`src/rtl/obc_slice_accumulator_if.sv`:
```
// Bus between the OBC bit-slice accumulator and its controller/ROM side:
// start/x_in request, per-slice ROM lookup (slice, m -> romout), and result/done.
interface obc_slice_accumulator_if #(
   parameter int DW   = 16,
   parameter int ACCW = 48
);
   logic              start;
   logic [16*DW-1:0]  x_in;
   logic              busy;
   logic [15:0]       slice;
   logic              m;
   logic [31:0]       romout;
   logic [ACCW-1:0]   result;
   logic              done;

   modport master (
      output start, x_in, romout,
      input  busy, slice, m, result, done
   );

   modport slave (
      input  start, x_in, romout,
      output busy, slice, m, result, done
   );
endinterface

```
`src/rtl/obc_slice_accumulator.sv`:
```
// Bit-serial OBC accumulator: DW slices of 16 samples, ROM partial sums shifted by k.
// Optional macro OBC_OFFSET_EN adds an offset port; result becomes visible the cycle after done.
module obc_slice_accumulator #(
   parameter int DW   = 16,
   parameter int ACCW = 48
) (
   input logic clk,
   input logic rst,
`ifdef OBC_OFFSET_EN
   input logic signed [ACCW-1:0] offset,
`endif
   obc_slice_accumulator_if.slave bus
);
   localparam int KW = (DW > 1) ? $clog2(DW) : 1;
   localparam logic [KW-1:0] K_LAST = KW'(DW - 1);

   typedef enum logic [1:0] {ST_IDLE, ST_RUN, ST_DONE} state_t;

   state_t           state_q, state_d;
   logic [KW-1:0]    k_q, k_d;
   logic [ACCW-1:0]  acc_q, acc_d;
   logic [ACCW-1:0]  result_q, result_d;
   logic             busy_q, busy_d;
   logic             done_q, done_d;
   logic [DW-1:0]    lane_q [16];
   logic [DW-1:0]    lane_d [16];
   logic [15:0]      slice_raw;
   logic [ACCW-1:0]  rom_ext;
   logic [ACCW-1:0]  addend;
   logic [ACCW-1:0]  const_term;
   logic             capture;
   logic             running;

   assign capture = (state_q == ST_IDLE) && bus.start;
   assign running = (state_q == ST_RUN);

   // Each lane holds one sample; its LSB is that sample's bit for the current slice.
   generate
      for (genvar gi = 0; gi < 16; gi++) begin : g_lane
         assign slice_raw[gi] = lane_q[gi][0];
         assign lane_d[gi] = capture ? bus.x_in[gi*DW +: DW] :
                             running ? (lane_q[gi] >> 1) : lane_q[gi];

         always_ff @(posedge clk) begin
            if (rst) begin
               lane_q[gi] <= '0;
            end else begin
               lane_q[gi] <= lane_d[gi];
            end
         end
      end
   endgenerate

   assign rom_ext = ACCW'($signed(bus.romout));
   assign addend  = rom_ext << k_q;

`ifdef OBC_OFFSET_EN
   assign const_term = offset;
`else
   assign const_term = '0;
`endif

   always_comb begin
      state_d  = state_q;
      k_d      = k_q;
      acc_d    = acc_q;
      result_d = result_q;
      done_d   = 1'b0;
      case (state_q)
         ST_IDLE: begin
            if (bus.start) begin
               state_d = ST_RUN;
               k_d     = '0;
               acc_d   = '0;
            end
         end
         ST_RUN: begin
            acc_d = acc_q + addend;
            k_d   = k_q + 1'b1;
            if (k_q == K_LAST) begin
               state_d = ST_DONE;
               k_d     = '0;
               done_d  = 1'b1;
            end
         end
         ST_DONE: begin
            result_d = acc_q + const_term;
            state_d  = ST_IDLE;
         end
         default: state_d = ST_IDLE;
      endcase
      busy_d = (state_d != ST_IDLE);
   end

   always_ff @(posedge clk) begin
      if (rst) begin
         state_q  <= ST_IDLE;
         k_q      <= '0;
         acc_q    <= '0;
         result_q <= '0;
         busy_q   <= 1'b0;
         done_q   <= 1'b0;
      end else begin
         state_q  <= state_d;
         k_q      <= k_d;
         acc_q    <= acc_d;
         result_q <= result_d;
         busy_q   <= busy_d;
         done_q   <= done_d;
      end
   end

   assign bus.slice  = running ? slice_raw : 16'h0000;
   assign bus.m      = running && (k_q == K_LAST);
   assign bus.busy   = busy_q;
   assign bus.done   = done_q;
   assign bus.result = result_q;
endmodule

```
`src/flat_wrapper.sv`:
```
// flat-port wrapper written by rule: the top's interface ports become plain ports
module obc_slice_accumulator_flat 
#(
   parameter int DW   = 16,
   parameter int ACCW = 48
)
  (clk, rst, bus_start, bus_x_in, bus_romout, bus_busy, bus_slice, bus_m, bus_result, bus_done);
  obc_slice_accumulator_if #(.DW(DW), .ACCW(ACCW)) bus_i ();
  input logic clk;
  input logic rst;
  input wire logic [$bits(bus_i.start)-1:0] bus_start;
  input wire logic [$bits(bus_i.x_in)-1:0] bus_x_in;
  input wire logic [$bits(bus_i.romout)-1:0] bus_romout;
  output wire logic [$bits(bus_i.busy)-1:0] bus_busy;
  output wire logic [$bits(bus_i.slice)-1:0] bus_slice;
  output wire logic [$bits(bus_i.m)-1:0] bus_m;
  output wire logic [$bits(bus_i.result)-1:0] bus_result;
  output wire logic [$bits(bus_i.done)-1:0] bus_done;
  assign bus_i.start = bus_start;
  assign bus_i.x_in = bus_x_in;
  assign bus_i.romout = bus_romout;
  assign bus_busy = bus_i.busy;
  assign bus_slice = bus_i.slice;
  assign bus_m = bus_i.m;
  assign bus_result = bus_i.result;
  assign bus_done = bus_i.done;
  obc_slice_accumulator #(.DW(DW), .ACCW(ACCW)) u_core (.clk(clk), .rst(rst), .bus(bus_i));
endmodule
```
`config.mk`:
```
export PLATFORM = sky130hd
export DESIGN_NAME = obc_slice_accumulator_flat
export DESIGN_NICKNAME = d
export VERILOG_FILES = /design/src/rtl/obc_slice_accumulator_if.sv /design/src/rtl/obc_slice_accumulator.sv /design/src/flat_wrapper.sv
export SDC_FILE = /design/constraint.sdc
export NUM_CORES = 1
export LEC_CHECK = 0
export BUFFER_PORTS_ARGS = -buffer_cell sky130_fd_sc_hd__clkbuf_2
export CAP_MARGIN = 20
export CORE_UTILIZATION = 36
export CTS_CLUSTER_SIZE = 8
export DETAILED_ROUTE_END_ITERATION = 10
export GPL_TIMING_DRIVEN = 1
export PLACE_DENSITY = 0.65
export SLEW_MARGIN = 20
export SYNTH_ARGS = -nofsm -noshare
export SYNTH_HDL_FRONTEND = slang
export SYNTH_SLANG_ARGS = --single-unit
```
`constraint.sdc`:
```
create_clock -name clk -period 5.86 [get_ports clk]
set_clock_uncertainty 0.2 [all_clocks]
set_input_delay 0.879 -clock clk [delete_from_list [all_inputs] [get_ports clk]]
set_output_delay 0.879 -clock clk [all_outputs]
set_load 0.005 [all_outputs]
```
==> impl_metrics.tcl, run 1 <==
set metrics [dict create \
    cts_sinks 360 \
    setup_viol_count_final 0 \
    crit_cells 14 \
    grt_setup_unrepaired "false" \
    synth.distinct_cells 68 \
    die_h_um 229.3 \
    grt_usage_pct 22.25 \
    yosys_register_bits 360 \
    routed_wl_mm 60.46 \
    seq_area_frac_synth_pct 38.74 \
    clock.fmax_mhz 201.0 \
    grt_pass1_vias 17340 \
    criticalPathCategory "reg -> reg" \
    ctsResizeCount 0 \
    post_drt_via_cell_ratio 5.542 \
    synthCells 2428 \
    cp_slowest_cell "dfxtp_2" \
    gp_congestion 0.9112 \
    crit_path_end_kind "flop" \
    overflow 0 \
    cts_buffer_depth 3 \
    port_buffers 357 \
    grt_pass1_wl_mm 95.33 \
    clockRootBuffer "clkbuf_16" \
    ant_nets 0 \
    power_uw 6917 \
    grt_max_degree 251 \
    cts_buffers 51 \
    finalSetupTns_ps 0 \
    maxCapViolCount 0 \
    cts_hold_buf 0 \
    area_growth_pct 18.91 \
    drtIter0Drc 1380 \
    worstPathMaxFanout 42 \
    yosysMostFrequentCell "nand2_1" \
    fillers 5091 \
    drive_above_1_share_pct 18.12 \
    critical-path-top-delay-family "compound AO/OA/AOI/OAI gates" \
    cp_common_cell "nor2_1" \
    hp-start "u_core.bus.result[39]" \
    vias 18510 \
    start_kind "flop" \
    relSlewSlack_pct 23.48 \
    num-nets-final 2994 \
    holdPathEnd "u_core.bus.result[39]" \
    htree_levels 2 \
    crit_required_ps 6160 \
    synth.cell_area_mm2 0.01860 \
    crit_start "u_core.k_q[0]" \
    syn_nets 2768 \
    num_rows 82 \
    yosysWarnings 0 \
    cts_tree "done" \
    ios 358 \
    place_hpwl_mm 41.83 \
    hp-class "reg -> reg" \
    synth_area_leader_cell "dfxtp_1" \
    drv_slew 0 \
    reg2reg_to "u_core.acc_q[47]" \
    min_path_cells 2 \
    wire_per_inst_um 18.11 \
    slowest_delay_ps 920 \
    postCtsSetupRepairBufs 0 \
    cp_cell_sequence "inv_1 -> nor2_1 -> a21oi_1 -> a21boi_0 -> nor2_1 -> ha_1 -> a21o_1 -> a31o_2 -> o21ai_1 -> nand2_1 -> a311oi_1 -> nor2_1 -> or3_1 -> a211oi_1" \
    drc 0 \
    clkLatencyLatePin_ps 610 \
    status "complete, no violations" \
    worst-path-buf-inv 1 \
    synth_top_cell_area_share_pct 38.74 \
    first_pass_iters 5 \
    core_area_mm2 0.05058 \
    die-area_mm2 0.05258 \
    synth.avg_cell_area_um2 7.661 \
    synthTopCellsByArea "dfxtp_1, nand2_1, a311oi_1, nor2_1, clkbuf_1" \
    r2r_start "u_core.k_q[0]" \
    p_leak_uw 0.008982 \
    cp.arrival_ps 5270 \
    peakVddDrop_v 0.0002156 \
    die_w_um 229.3 \
    finalCritPeriodShare_pct 84.89 \
    final_hold_viol_count 0 \
    tightest_slew_ps 1148 \
    synth_edf_count 0 \
    start_util_pct 36.78 \
    antenna_found_initial 9 \
    ff2ff_setup_slack_ps 890 \
    powerDensity_mw_per_mm2 312.7 \
    reg2reg_depth 14 \
    synth-async-reset-ratio_pct 0 \
    synth_top_cells_by_count "nand2_1, dfxtp_1, nor2_1" \
    clk_pin_slew_ps 50 \
    ys.flop_type "dfxtp_1" \
    layout_min_cycle_time_ps 4975 \
]
[sequential cells by signal, summed over array words and instances, names as in the netlist]
register,cells
u_core.bus.result,48
u_core.bus.busy,1
u_core.bus.done,1
u_core.state_q,2
u_core.lane_q,256
u_core.acc_q,48
u_core.k_q,4
[kinds of logic (layout without fill, tap and decap cells)]
family                     Yosys count  count (layout)  synth area share (%)
other                                0               7                     0
buffers and inverters              213             445                 4.500
DFF                                360             360                 38.74
and+or+nand+nor                   1114            1114                 24.03
xor gates and xnor gates            31              31                 1.460
AOI/OAI and AO/OA                  590             590                 23.10
adders and majority gates           49              49                 3.336
muxes                               71              71                 4.823
[how the worst max path moves through the flow]
stage | to | slack [ps]
6_report | u_core.acc_q[47] | 890
5_1_grt | u_core.acc_q[47] | 510
4_1_cts | u_core.acc_q[47] | 890
3_5_place_dp | u_core.acc_q[47] | 950
3_3_place_gp | u_core.acc_q[47] | 1060
2_1_floorplan | u_core.acc_q[38] | 1700
[metal layers]
metal	routed length [um]	global-route usage, %	vias to the layer above	part of all wire [%]
li1	-	-	9058	-
met1	27770	30.22	8753	46
met2	27730	35.75	608	46
met3	3700	3.997	83	6.1
met4	1244	6.708	4	2.1
met5	24	0	-	0.040
[layout make-up]
cell class	instances	area (um2)	share of cell area, %
Timing Repair Buffer	374	2027	9.163
Multi-Input combinational cell	1855	10610	47.96
Antenna cell	7	17.52	0.07919
Clock inverter	4	71.32	0.3224
Tap cell	672	840.8	3.801
Inverter	12	45.04	0.2036
Sequential cell	360	7209	32.59
Clock buffer	55	1301	5.883
[placed cells by master, fill, tap and decap left out, types with 21 or more instances in the layout]
| master | instances |
|---|---|
| ha_1 | 48 |
| o21ai_0 | 75 |
| a21o_1 | 26 |
| dfxtp_1 | 358 |
| nand2_1 | 685 |
| nor2_1 | 303 |
| a21oi_1 | 129 |
| clkbuf_16 | 51 |
| clkbuf_2 | 356 |
| a311oi_1 | 243 |
| a22o_1 | 21 |
| mux2i_1 | 48 |
[tightest hold or removal path: stages, from the launching register on]
cell and delay [ps]:
dfxtp_1 300, nand2_1 50, a21oi_1 50
[power by group]
part / total [uW] / internal [uW] / switching [uW] / leakage (uW)
logic: 1430 / 548 / 883 / 0.00535
registers: 2830 / 2680 / 149 / 0.00296
clock network: 2660 / 1550 / 1110 / 0.000671
total: 6920 / 4780 / 2140 / 0.00898
[through the flow]
| stage | utilization [%] | std cells | setup WS (ps) | hold slack, ps | area (um2) |
|---|---|---|---|---|---|
| CTS | 43.69 | 3332 | 887.5 | 255.9 | 22100 |
| global placement | 40.83 | 3270 | 1064 | 243.7 | 20650 |
| finish | 43.73 | 3339 | 885.5 | 253.3 | 22120 |
| floorplan | - | 2428 | 1700 | 247.9 | 18600 |
| detailed placement | 40.97 | 3273 | 945.4 | 248.7 | 20720 |
| global route | 43.73 | 3339 | 512.0 | 265.7 | 22120 |
Note: power is estimated with default switching activity, not from simulation.
==> run 2, diff against run 1 <==
ABC_AREA = 1   (was not set)
clock period = 5.2 ns   (was 5.86 ns; I/O delays follow)
==> run 2 against run 1 <==
Against the previous run:
- register-to-register slack worse by 100 ps
- non-clock buffer count up 3
- utilization down 0.85 points
- first-iteration DRC count up 6.9%
- synthesized area up 5.3%
- count of clock-buffer cells in the layout unchanged
- critical path depth up 6
- global-route usage down 0.27 points
- wire length up 4.3%
- critical path type unchanged
- largest power group unchanged
==> impl_metrics.tcl, run 2 <==
set metrics [dict create \
    status "complete, no violations" \
    synth-async-reset-ratio_pct 0 \
    cts_buffer_depth 3 \
    fillers 5706 \
    grt_max_degree 187 \
    yosysWarnings 0 \
    start_util_pct 36.40 \
    place_area_mm2 0.02168 \
    holdPathEnd "u_core.lane_q[0][15]" \
    die_h_um 235.3 \
    syn_nets 3341 \
    maxCapViolCount 0 \
    power_uw 7675 \
    core_area_mm2 0.05381 \
    grt_usage_pct 21.98 \
    top_register "u_core.lane_q" \
    area_growth_pct 17.83 \
    synth.cell_area_mm2 0.01959 \
    reg2reg_to "u_core.acc_q[35]" \
    peakVddDrop_v 0.0002289 \
    relSlewSlack_pct 25.36 \
    die-area_mm2 0.05534 \
    antenna_found_initial 6 \
    synth_area_leader_cell "dfxtp_1" \
    first_pass_iters 8 \
    hp-class "in -> reg" \
    cts_hold_buf 0 \
    critical-path-top-delay-family "simple AND/OR/NAND/NOR gates" \
    grt_pass1_wl_mm 97.17 \
    htree_levels 2 \
    layout_min_cycle_time_ps 4415 \
    final_hold_viol_count 0 \
    setup_viol_count_final 0 \
    finalSetupTns_ps 0 \
    drive_above_1_share_pct 14.77 \
    yosysMostFrequentCell "nand2_1" \
    worst-path-buf-inv 3 \
    ff2ff_setup_slack_ps 780 \
    cp.arrival_ps 4700 \
    synth_top_cell_area_share_pct 36.80 \
    hp-start "bus_x_in[15]" \
    reg2reg_depth 20 \
    drv_slew 0 \
    place_hpwl_mm 46.20 \
    num-nets-final 3604 \
    criticalPathCategory "reg -> reg" \
    cts_sinks 360 \
    clock.fmax_mhz 226.5 \
    cp_cell_sequence "buf_4 -> inv_1 -> nand2_1 -> nand2_1 -> o21ai_0 -> nor2_1 -> a31oi_1 -> o21ai_0 -> ha_1 -> nand2_1 -> nor2_1 -> inv_1 -> nor2_1 -> nand4_1 -> nand3b_1 -> nand2_1 -> nand2_1 -> nand2_1 -> nand3_1 -> nand2_1" \
    synthCells 3001 \
    slowest_delay_ps 480 \
    yosys_register_bits 360 \
    die_w_um 235.3 \
    synth_edf_count 0 \
    cp_common_cell "nand2_1" \
    gp_congestion 1.016 \
    post_drt_via_cell_ratio 4.967 \
    ant_nets 0 \
    crit_path_end_kind "flop" \
    min_path_cells 3 \
    cts_tree "done" \
    postCtsSetupRepairBufs 0 \
    final_cell_mix "nand2_1, inv_1, o21ai_0" \
    ios 358 \
    clk_pin_slew_ps 60 \
    synthTopCellsByArea "dfxtp_1, nand2_1, o21ai_0, inv_1, o22ai_1" \
    clockRootBuffer "clkbuf_16" \
    wire_per_inst_um 15.88 \
    routed_wl_mm 63.07 \
    synth.avg_cell_area_um2 6.527 \
    powerDensity_mw_per_mm2 332.6 \
    vias 19730 \
    cts_buffers 51 \
    port_buffers 357 \
    synth.distinct_cells 38 \
    drtIter0Drc 1475 \
    seq_area_frac_synth_pct 36.80 \
    grt_setup_unrepaired "false" \
    p_leak_uw 0.01112 \
    worstPathMaxFanout 35 \
    grt_pass1_vias 17850 \
    num_rows 85 \
    start_kind "flop" \
    crit_required_ps 5480 \
    drc 0 \
    r2r_start "u_core.k_q[0]" \
    ctsResizeCount 0 \
    overflow 0 \
    cp_slowest_cell "inv_1" \
    ys.flop_type "dfxtp_1" \
    fin_area_mm2 0.02308 \
    clkLatencyLatePin_ps 600 \
    tightest_slew_ps 1120 \
    largest_reg_flops 256 \
    layout_commonest_cell "nand2_1" \
    finalCritPeriodShare_pct 84.90 \
    synth_top_cells_by_count "nand2_1, inv_1, o21ai_0" \
]
==> run 2: worst max-delay path by stage <==
stage	start	to	slack, ps	cells past startpoint
4_1_cts	u_core.k_q[0]	u_core.acc_q[35]	810	20
3_3_place_gp	u_core.k_q[0]	u_core.acc_q[35]	820	20
5_1_grt	u_core.k_q[0]	u_core.acc_q[35]	430	20
2_1_floorplan	bus_romout[0]	u_core.acc_q[35]	2210	18
3_5_place_dp	u_core.k_q[0]	u_core.acc_q[35]	820	20
6_report	u_core.k_q[0]	u_core.acc_q[35]	780	20
==> run 2: routing by layer <==
metal / global-route usage [%] / up-vias / part of all wire, %
met5: 0 / - / 0
met4: 7.209 / 0 / 2.5
met3: 3.670 / 86 / 6.2
met2: 35.23 / 570 / 45
met1: 29.93 / 8856 / 46
li1: - / 10220 / -
==> run 2: per-stage QoR <==
step / hold WS (ps) / setup slack, ps / utilization, % / cells
floorplan: 240.6 / 2207 / - / 3001
global placement: 259.3 / 819.8 / 40.29 / 3907
detailed placement: 261.9 / 823.8 / 40.29 / 3907
CTS: 179.1 / 808.6 / 42.86 / 3966
global route: 203.9 / 430.1 / 42.89 / 3972
finish: 216.2 / 785.0 / 42.89 / 3972
==> run 2: final cells by class <==
type | count | area, um2 | area share, %
tap | 696 | 870.8 | 3.773
timing repair buffer | 377 | 1974 | 8.555
antenna | 6 | 15.01 | 0.06506
inverter | 505 | 1913 | 8.289
clock buffer | 55 | 1301 | 5.638
multi-input combinational | 1969 | 9716 | 42.10
clock inverter | 4 | 81.33 | 0.3524
sequential | 360 | 7207 | 31.23
==> run 2: kinds of logic after synthesis <==
logic type,share of synthesized area (%)
compound gates,22.75
buf+inv,13.68
xor+xnor,0.08945
fa+ha+maj,3.169
flops,36.80
mux,0.2044
simple gates,23.30
==> run 2: power by group <==
| part | leakage [uW] | internal [uW] | switching [uW] | total, uW |
|---|---|---|---|---|
| combinational | 0.00750 | 563 | 1070 | 1630 |
| clock | 0.000673 | 1750 | 1230 | 2980 |
| sequential | 0.00295 | 2980 | 77.0 | 3060 |
==> run 2: tightest hold or removal path, delay by kind of cell <==
family | cells | cell delay, ps
buf+inv | 1 | 80
compound gates | 1 | 60
simple gates | 1 | 60
